$ cat config.mk
export PLATFORM = sky130hd
export DESIGN_NAME = enum_coef_dbuf
export DESIGN_NICKNAME = d
export VERILOG_FILES = /design/src/rtl/enum_coef_dbuf.sv
export SDC_FILE = /design/constraint.sdc
export NUM_CORES = 2
export LEC_CHECK = 0
export ABC_AREA = 1
export ABC_CLOCK_PERIOD_IN_PS = 2400
export BUFFER_PORTS_ARGS = -buffer_cell sky130_fd_sc_hd__buf_2
export CAP_MARGIN = 20
export CORE_AREA = 2 2 473 475
export DETAILED_ROUTE_END_ITERATION = 7
export DIE_AREA = 0 0 475 477
export PLACE_DENSITY = 0.58
export SYNTH_ARGS = -nofsm -noshare
export SYNTH_HDL_FRONTEND = slang
export SYNTH_SLANG_ARGS = --single-unit
$ cat constraint.sdc
create_clock -name clk -period 2.4 [get_ports clk]
set_input_delay 0 -clock clk [delete_from_list [all_inputs] [get_ports clk]]
set_output_delay 0 -clock clk [all_outputs]
set_load 0.01 [all_outputs]
$ cat src/rtl/enum_coef_dbuf.sv
// Double-buffered FIR coefficient store: serial load into a shadow bank,
// single-cycle commit into the active bank read by the MAC array.
module enum_coef_dbuf #(
  parameter int TAPS       = 100,
  parameter int COEF_WIDTH = 12,
  parameter int CNT_WIDTH  = 8
) (
  input  logic                       clk,
  input  logic                       nGrst,
  input  logic                       clkEn,
  input  logic                       rstn,
  input  logic [COEF_WIDTH-1:0]      coefi,
  input  logic                       coefi_valid,
  input  logic                       load_start,
  input  logic                       commit,
  input  logic                       clr_err,
  output logic [TAPS*COEF_WIDTH-1:0] flat_coefo,
  output logic [CNT_WIDTH-1:0]       load_cnt,
  output logic                       coef_ready,
  output logic                       commit_done,
  output logic                       err_ovf,
  output logic                       err_unf
);

  typedef enum logic [1:0] {IDLE, LOADING, FULL} state_t;

  localparam logic [CNT_WIDTH-1:0] TAPS_C = CNT_WIDTH'(TAPS);

  state_t                state, state_nxt;
  logic [CNT_WIDTH-1:0]  cnt_nxt;
  logic [CNT_WIDTH-1:0]  cnt_inc;
  logic                  shift_en;
  logic                  copy_en;
  logic                  done_nxt;
  logic                  ovf_set;
  logic                  unf_set;
  logic [COEF_WIDTH-1:0] shadow [TAPS];

  assign cnt_inc    = load_cnt + 1'b1;
  assign coef_ready = (state == FULL);

  // Priority: load_start > commit > coefi_valid; the winner consumes the cycle.
  always_comb begin
    state_nxt = state;
    cnt_nxt   = load_cnt;
    shift_en  = 1'b0;
    copy_en   = 1'b0;
    done_nxt  = 1'b0;
    ovf_set   = 1'b0;
    unf_set   = 1'b0;
    if (load_start) begin
      state_nxt = IDLE;
      cnt_nxt   = '0;
    end else if (commit) begin
      if (state == FULL) begin
        copy_en   = 1'b1;
        done_nxt  = 1'b1;
        cnt_nxt   = '0;
        state_nxt = IDLE;
        ovf_set   = coefi_valid;
      end else begin
        unf_set = 1'b1;
      end
    end else if (coefi_valid) begin
      if (state == FULL) begin
        ovf_set = 1'b1;
      end else begin
        shift_en  = 1'b1;
        cnt_nxt   = cnt_inc;
        state_nxt = (cnt_inc == TAPS_C) ? FULL : LOADING;
      end
    end
  end

  always_ff @(posedge clk or negedge nGrst) begin
    if (!nGrst) begin
      state       <= IDLE;
      load_cnt    <= '0;
      commit_done <= 1'b0;
      err_ovf     <= 1'b0;
      err_unf     <= 1'b0;
      flat_coefo  <= '0;
      for (int unsigned i = 0; i < TAPS; i++) shadow[i] <= '0;
    end else if (clkEn) begin
      if (!rstn) begin
        state       <= IDLE;
        load_cnt    <= '0;
        commit_done <= 1'b0;
        err_ovf     <= 1'b0;
        err_unf     <= 1'b0;
        flat_coefo  <= '0;
        for (int unsigned i = 0; i < TAPS; i++) shadow[i] <= '0;
      end else begin
        state       <= state_nxt;
        load_cnt    <= cnt_nxt;
        commit_done <= done_nxt;
        err_ovf     <= ovf_set | (err_ovf & ~clr_err);
        err_unf     <= unf_set | (err_unf & ~clr_err);
        if (shift_en) begin
          shadow[0] <= coefi;
          for (int unsigned i = 1; i < TAPS; i++) shadow[i] <= shadow[i-1];
        end
        if (copy_en) begin
          for (int unsigned i = 0; i < TAPS; i++)
            flat_coefo[COEF_WIDTH*i +: COEF_WIDTH] <= shadow[i];
        end
      end
    end
  end

endmodule

Word-level counts from Yosys, hierarchy flattened
Index checks and enable logic that the tools add are counted.
{"block": "op_classes", "addsub": 1, "eq_ne": 7, "mux": 33, "bitwise_logic": 5, "reduce_logical": 3}
{"operator": "$mux 1200", "count": 4}
{"operator": "$mux 8", "count": 6}
{"operator": "$mux 1", "count": 16}
{"operator": "$mux 2", "count": 7}
{"operator": "$add 8x1->8 const B", "count": 1}
{"operator": "$eq 8x7->1 const B", "count": 1}
{"operator": "$ne 2x1->1 const B", "count": 2}
{"operator": "$ne 4x1->1 const B", "count": 1}
{"operator": "$ne 4x3->1 const B", "count": 1}
{"operator": "$ne 4x4->1 const B", "count": 1}
{"operator": "$reduce_and 2->1", "count": 2}
{"operator": "$reduce_and 4->1", "count": 1}
{"operator": "$and 1x1->1", "count": 2}
{"operator": "$eq 2x2->1 const B", "count": 1}
{"operator": "$or 1x1->1", "count": 2}
{"operator": "$not 1->1", "count": 1}
{"block": "word_totals", "register_bits": 2413, "inputBits": 20, "out_inout_bits": 1212, "wordCells": 155}

Logic depth before layout (Yosys ltp)
{"block": "logic_depth", "depth_word": 8, "ltp_mapped": 10, "mapped_depth_nobuf": 9}

Worst setup path before layout
OpenSTA, ideal clock, no wires.
{"block": "synth_path", "kind": "flip-flop to flip-flop", "from": "reg state[0]", "to": "reg flat_coefo[131]", "setup_ns": 0.138, "arrival_ns": 1.546, "required_time_ns": 2.262, "slack_ns": 0.716, "stages_incl_launch_ff": 9, "path_buffers": 2, "period_less_slack_ns": 1.684, "cell_sequence": "dfrtp_1 -> inv_1 -> nand2_1 -> inv_1 -> nand3_1 -> a21oi_2 -> clkbuf_1 -> clkbuf_1 -> o22ai_1"}
{"block": "synth_between", "elab_chain_cells": 6}
{"element": "start, declared", "line": "29", "text": "state_t state, state_nxt;"}
{"element": "start signal, assigned", "line": "94", "text": "state <= state_nxt;"}
{"element": "$eq 2x2->1"}
{"element": "named net coef_ready", "line": "19", "text": "output logic coef_ready,"}
{"element": "$mux 1", "line": "55", "text": "if (state == FULL) begin"}
{"element": "$mux 1", "line": "54", "text": "end else if (commit) begin"}
{"element": "$mux 1", "line": "51", "text": "if (load_start) begin"}
{"element": "$ne 2x1->1 (no line)"}
{"element": "$reduce_and 2->1 (no line)"}
{"element": "end signal, assigned by index", "line": "105", "text": "flat_coefo[COEF_WIDTH*i +: COEF_WIDTH] <= shadow[i];"}
{"element": "end, declared", "line": "17", "text": "output logic [TAPS*COEF_WIDTH-1:0] flat_coefo,"}
The timed path passes the listed nets, and every way through them passes these cells.
A chain may end at the register's enable or synchronous reset.

Final worst setup path
{"block": "layout_path", "from": "reg state[0]", "to": "reg shadow[1191] (netlist bit)"}
{"block": "layout_between", "elab_chain_cells": 7}
{"element": "$eq 2x2->1", "line": "65", "text": "if (state == FULL) begin"}
{"element": "$mux 1", "line": "65"}
{"element": "$mux 1", "line": "64", "text": "end else if (coefi_valid) begin"}
{"element": "$mux 1", "line": "54"}
{"element": "$mux 1", "line": "51"}
{"element": "$ne 2x1->1 (no line)"}
{"element": "$reduce_and 2->1 (no line)"}
{"element": "end, declared", "line": "37", "text": "logic [COEF_WIDTH-1:0] shadow [TAPS];"}
Every way passes these cells.

==> Implementation_results.wiki <==
{| class="wikitable"
! Metric !! Value
|-
| Post-detailed-route wirelength per cell || 21.9 µm
|-
| Total of flip-flops plus latches after synthesis || 2,413
|-
| Cell Rows || 173
|-
| Buffers added on ports || 1,231
|-
| Final setup skew || 0.0668 ns
|-
| Slew margin rel. || 49.3%
|-
| Utilization after layout || 49.7%
|-
| Synth Instances || 9,047
|-
| Average via count per standard cell || 5.05
|-
| Total negative slack for setup checks || 0 ns
|-
| Wire length of the first global-routing pass || 441,000 µm
|-
| Max-cap check violation count || 0
|-
| Final count of negative-setup-slack endpoints || 0
|-
| Portion of the post-synthesis area used by sequential elements || 67.0%
|-
| Startpoint of the tightest hold check path || clkEn
|-
| Width of the die || 475 µm
|-
| Pin count of the biggest net entering global routing || 118
|-
| Post-route clock period utilization || 87.2%
|-
| Drt first pass iters || 6
|-
| Largest driver fanout on the critical path || 17
|-
| Peak supply drop || 724 µV
|-
| Vias in the first global route || 68.0k
|-
| Max Clock Freq || 478 MHz
|-
| Depth of the CTS H-tree || 5
|-
| Number of buffers inserted to repair setup after CTS || 0
|-
| Reg-to-reg critical path startpoint || state[0]
|-
| Post-layout nets || 10.3k
|-
| Layout Cell Area excl Fill || 0.110 mm²
|-
| Post-CTS resize count || 0
|-
| Placeable Area || 0.221 mm²
|-
| Num CTS Buffers || 275
|-
| Starting utilization of the core area || 40.7%
|-
| First element of the critical path || state[0]
|-
| Warnings, synthesis || 0
|-
| Antenna violation net count after detailed routing || 0
|-
| Last weighted congestion value of the routability-driven placer || 0.899
|-
| Cell Area, Synth || 0.0902 mm²
|-
| Io pins || 1,232
|-
| Startpoint-to-endpoint class of the critical path || register to register
|-
| Count of placed standard cells including taps || 13.0k
|-
| Maximum clock path buffer count || 4
|-
| Leakage component of the power || 51.3 nW
|-
| Top post-synthesis cells by area || dfrtp_1 (67%), inv_1 (10%), o22ai_1 (8.2%)
|-
| Via count of the routed design || 68.0k
|-
| Outcome || finished, final reports clean
|-
| Slew at the pin closest to its max-slew limit || 0.760 ns
|-
| CP arrival || 2.92 ns
|-
| Wire length after detailed routing || 295,000 µm
|-
| Clk root buf || clkbuf_16
|-
| Clock tree from TritonCTS || built
|-
| Number of DRC violations after detailed routing || 0
|-
| HPWL after detailed placement || 208,000 µm
|-
| Crit path required time || 3.23 ns
|-
| Fraction of final layout cells sized beyond drive strength 1 || 17.9%
|-
| Post-synthesis to final-layout area growth || 22.2%
|-
| Syn Nets || 9,068
|-
| Placement-stage cell area || 0.101 mm²
|-
| Count of unique library cells instantiated by Yosys || 23
|-
| Number of hold violations in the final report || 0
|-
| Antenna violations before repair || 13
|-
| Total global routing overflow || 0
|-
| Synth Area per Inst || 9.97 µm²
|-
| Latest clock arrival within the worst-skew pair || 0.93 ns
|-
| Iter 0 DRT Violations || 5,828
|-
| Worst setup EP type || register
|-
| GRT Resource Usage Total || 25.7%
|-
| Dominant cell type by area after synthesis || dfrtp_1
|-
| CTS Hold Buffers Added || 47
|-
| Top-area cell type share of the netlist area || 67.0%
|-
| Final min period || 2.09 ns
|-
| Sinks on Clock Net || 2,413
|-
| Type of the most critical hold path || input port to register
|-
| Die ar. || 0.227 mm²
|-
| CTS clock-pin slew for the worst setup and hold paths || 0.06 ns
|-
| Power per Cell Area || 764 mW/mm²
|-
| # fillers || 20.5k
|-
| Unrepaired setup endpoints after global routing || false
|-
| Post-Layout Cell Count || 13.5k
|-
| Kind of launch point of the worst setup path || register
|-
| Chip Height || 477 µm
|-
| Final Max Slew Viols || 0
|}
critical path, stage by stage, from the launching register on:
cell	delay (ns)
dfrtp_1	0.35
inv_1	0.05
nand2_1	0.11
nand2_1	0.14
nor2_4	0.20
buf_4	0.34
nand2_1	0.14
dlygate4sd3_1	0.60
nand2_1	0.07
Yosys cell counts, drive strengths merged:
| master | count |
|---|---|
| a32o | 2 |
| o21ai | 1208 |
| clkbuf | 324 |
| inv | 2403 |
| o21bai | 1 |
| a21oi | 1 |
| nor2 | 11 |
| dfrtp | 2413 |
| nor3b | 1 |
| xnor2 | 1 |
| nand2 | 1260 |
| buf | 210 |
| nand3 | 21 |
| o31ai | 1 |
| o22ai | 1189 |
| ha | 1 |
report_power, final:
| part | switching (mW) | internal (mW) | total (mW) |
|---|---|---|---|
| Clock | 16.6 | 24.4 | 41.0 |
| Sequential | 0.00840 | 40.7 | 40.7 |
| Combinational | 1.83 | 0.568 | 2.40 |
layout by cell type, fill, tap and decap left out, types with 2 or more instances in the layout:
cell type / count
inv_6: 4
buf_12: 110
nor2_4: 2
nor2_1: 9
clkinv_2: 32
clkinv_4: 3
clkbuf_8: 63
o21ai_1: 100
dfrtp_1: 2413
clkinv_8: 3
a32o_1: 2
buf_2: 1230
clkinvlp_4: 6
diode_2: 5
clkbuf_1: 56
nand2_1: 1258
o22ai_1: 1189
clkbuf_16: 282
bufinv_16: 9
dlygate4sd3_1: 46
o21ai_0: 1108
inv_8: 2
buf_4: 127
inv_1: 2401
nand3_1: 20
metal layers:
layer	global-route usage [%]	share of wire [%]	vias up
met3	6.84	8.0	441
li1	-	-	30900
met4	10.4	4.2	6
met1	34.1	41	34200
met2	40.0	46	2393
met5	0	0.014	-
sequential cells by signal (all words and copies together) (netlist names):
name         cells
commit_done      1
err_ovf          1
err_unf          1
state            2
shadow        1200
flat_coefo    1200
load_cnt         8
final timing paths:
check                              endpoint  slack [ns]  cells after the start
setup / recovery               shadow[1191]        0.31                      8
max in group asynchronous  flat_coefo[1092]        1.04                      6
hold / removal                  commit_done        0.21                      5
min in group asynchronous  flat_coefo[1149]        0.43                      4
setup reg to reg               shadow[1191]        0.31                      8
hold reg to reg                shadow[1198]        0.47                      2
per-stage QoR:
step           hold WS [ns]  total power, mW  worst slack, ns
2_1_floorplan        -0.296             42.3            0.716
3_3_place_gp        -0.0747             43.8            0.402
3_5_place_dp        -0.0570             43.9            0.354
4_1_cts               0.102             85.1            0.285
5_1_grt               0.174             86.9            0.202
6_report              0.215             84.1            0.307
layout make-up:
| type | count | area [µm²] | share of cell area (%) |
|---|---|---|---|
| clock buffer | 401 | 8130 | 7.38 |
| antenna | 5 | 12.5 | 0.0114 |
| multi-input combinational | 3697 | 18500 | 16.8 |
| clock inverter | 58 | 597 | 0.542 |
| tap | 2975 | 3720 | 3.38 |
| sequential | 2413 | 60400 | 54.8 |
| inverter | 2403 | 9030 | 8.20 |
| timing repair buffer | 1514 | 9800 | 8.90 |
cell families (layout without fill, tap and decap cells):
logic type,after synthesis,count (layout),share of synthesized area (%)
fa+ha+maj,1,1,0.0139
compound gates,2402,2402,15.0
simple gates,1293,1293,5.44
other cells,0,5,0
flops,2413,2413,67.0
xor+xnor,1,1,0.00971
buf+inv,2937,4376,12.6
No activity file was read; power rests on OpenSTA's default activity.
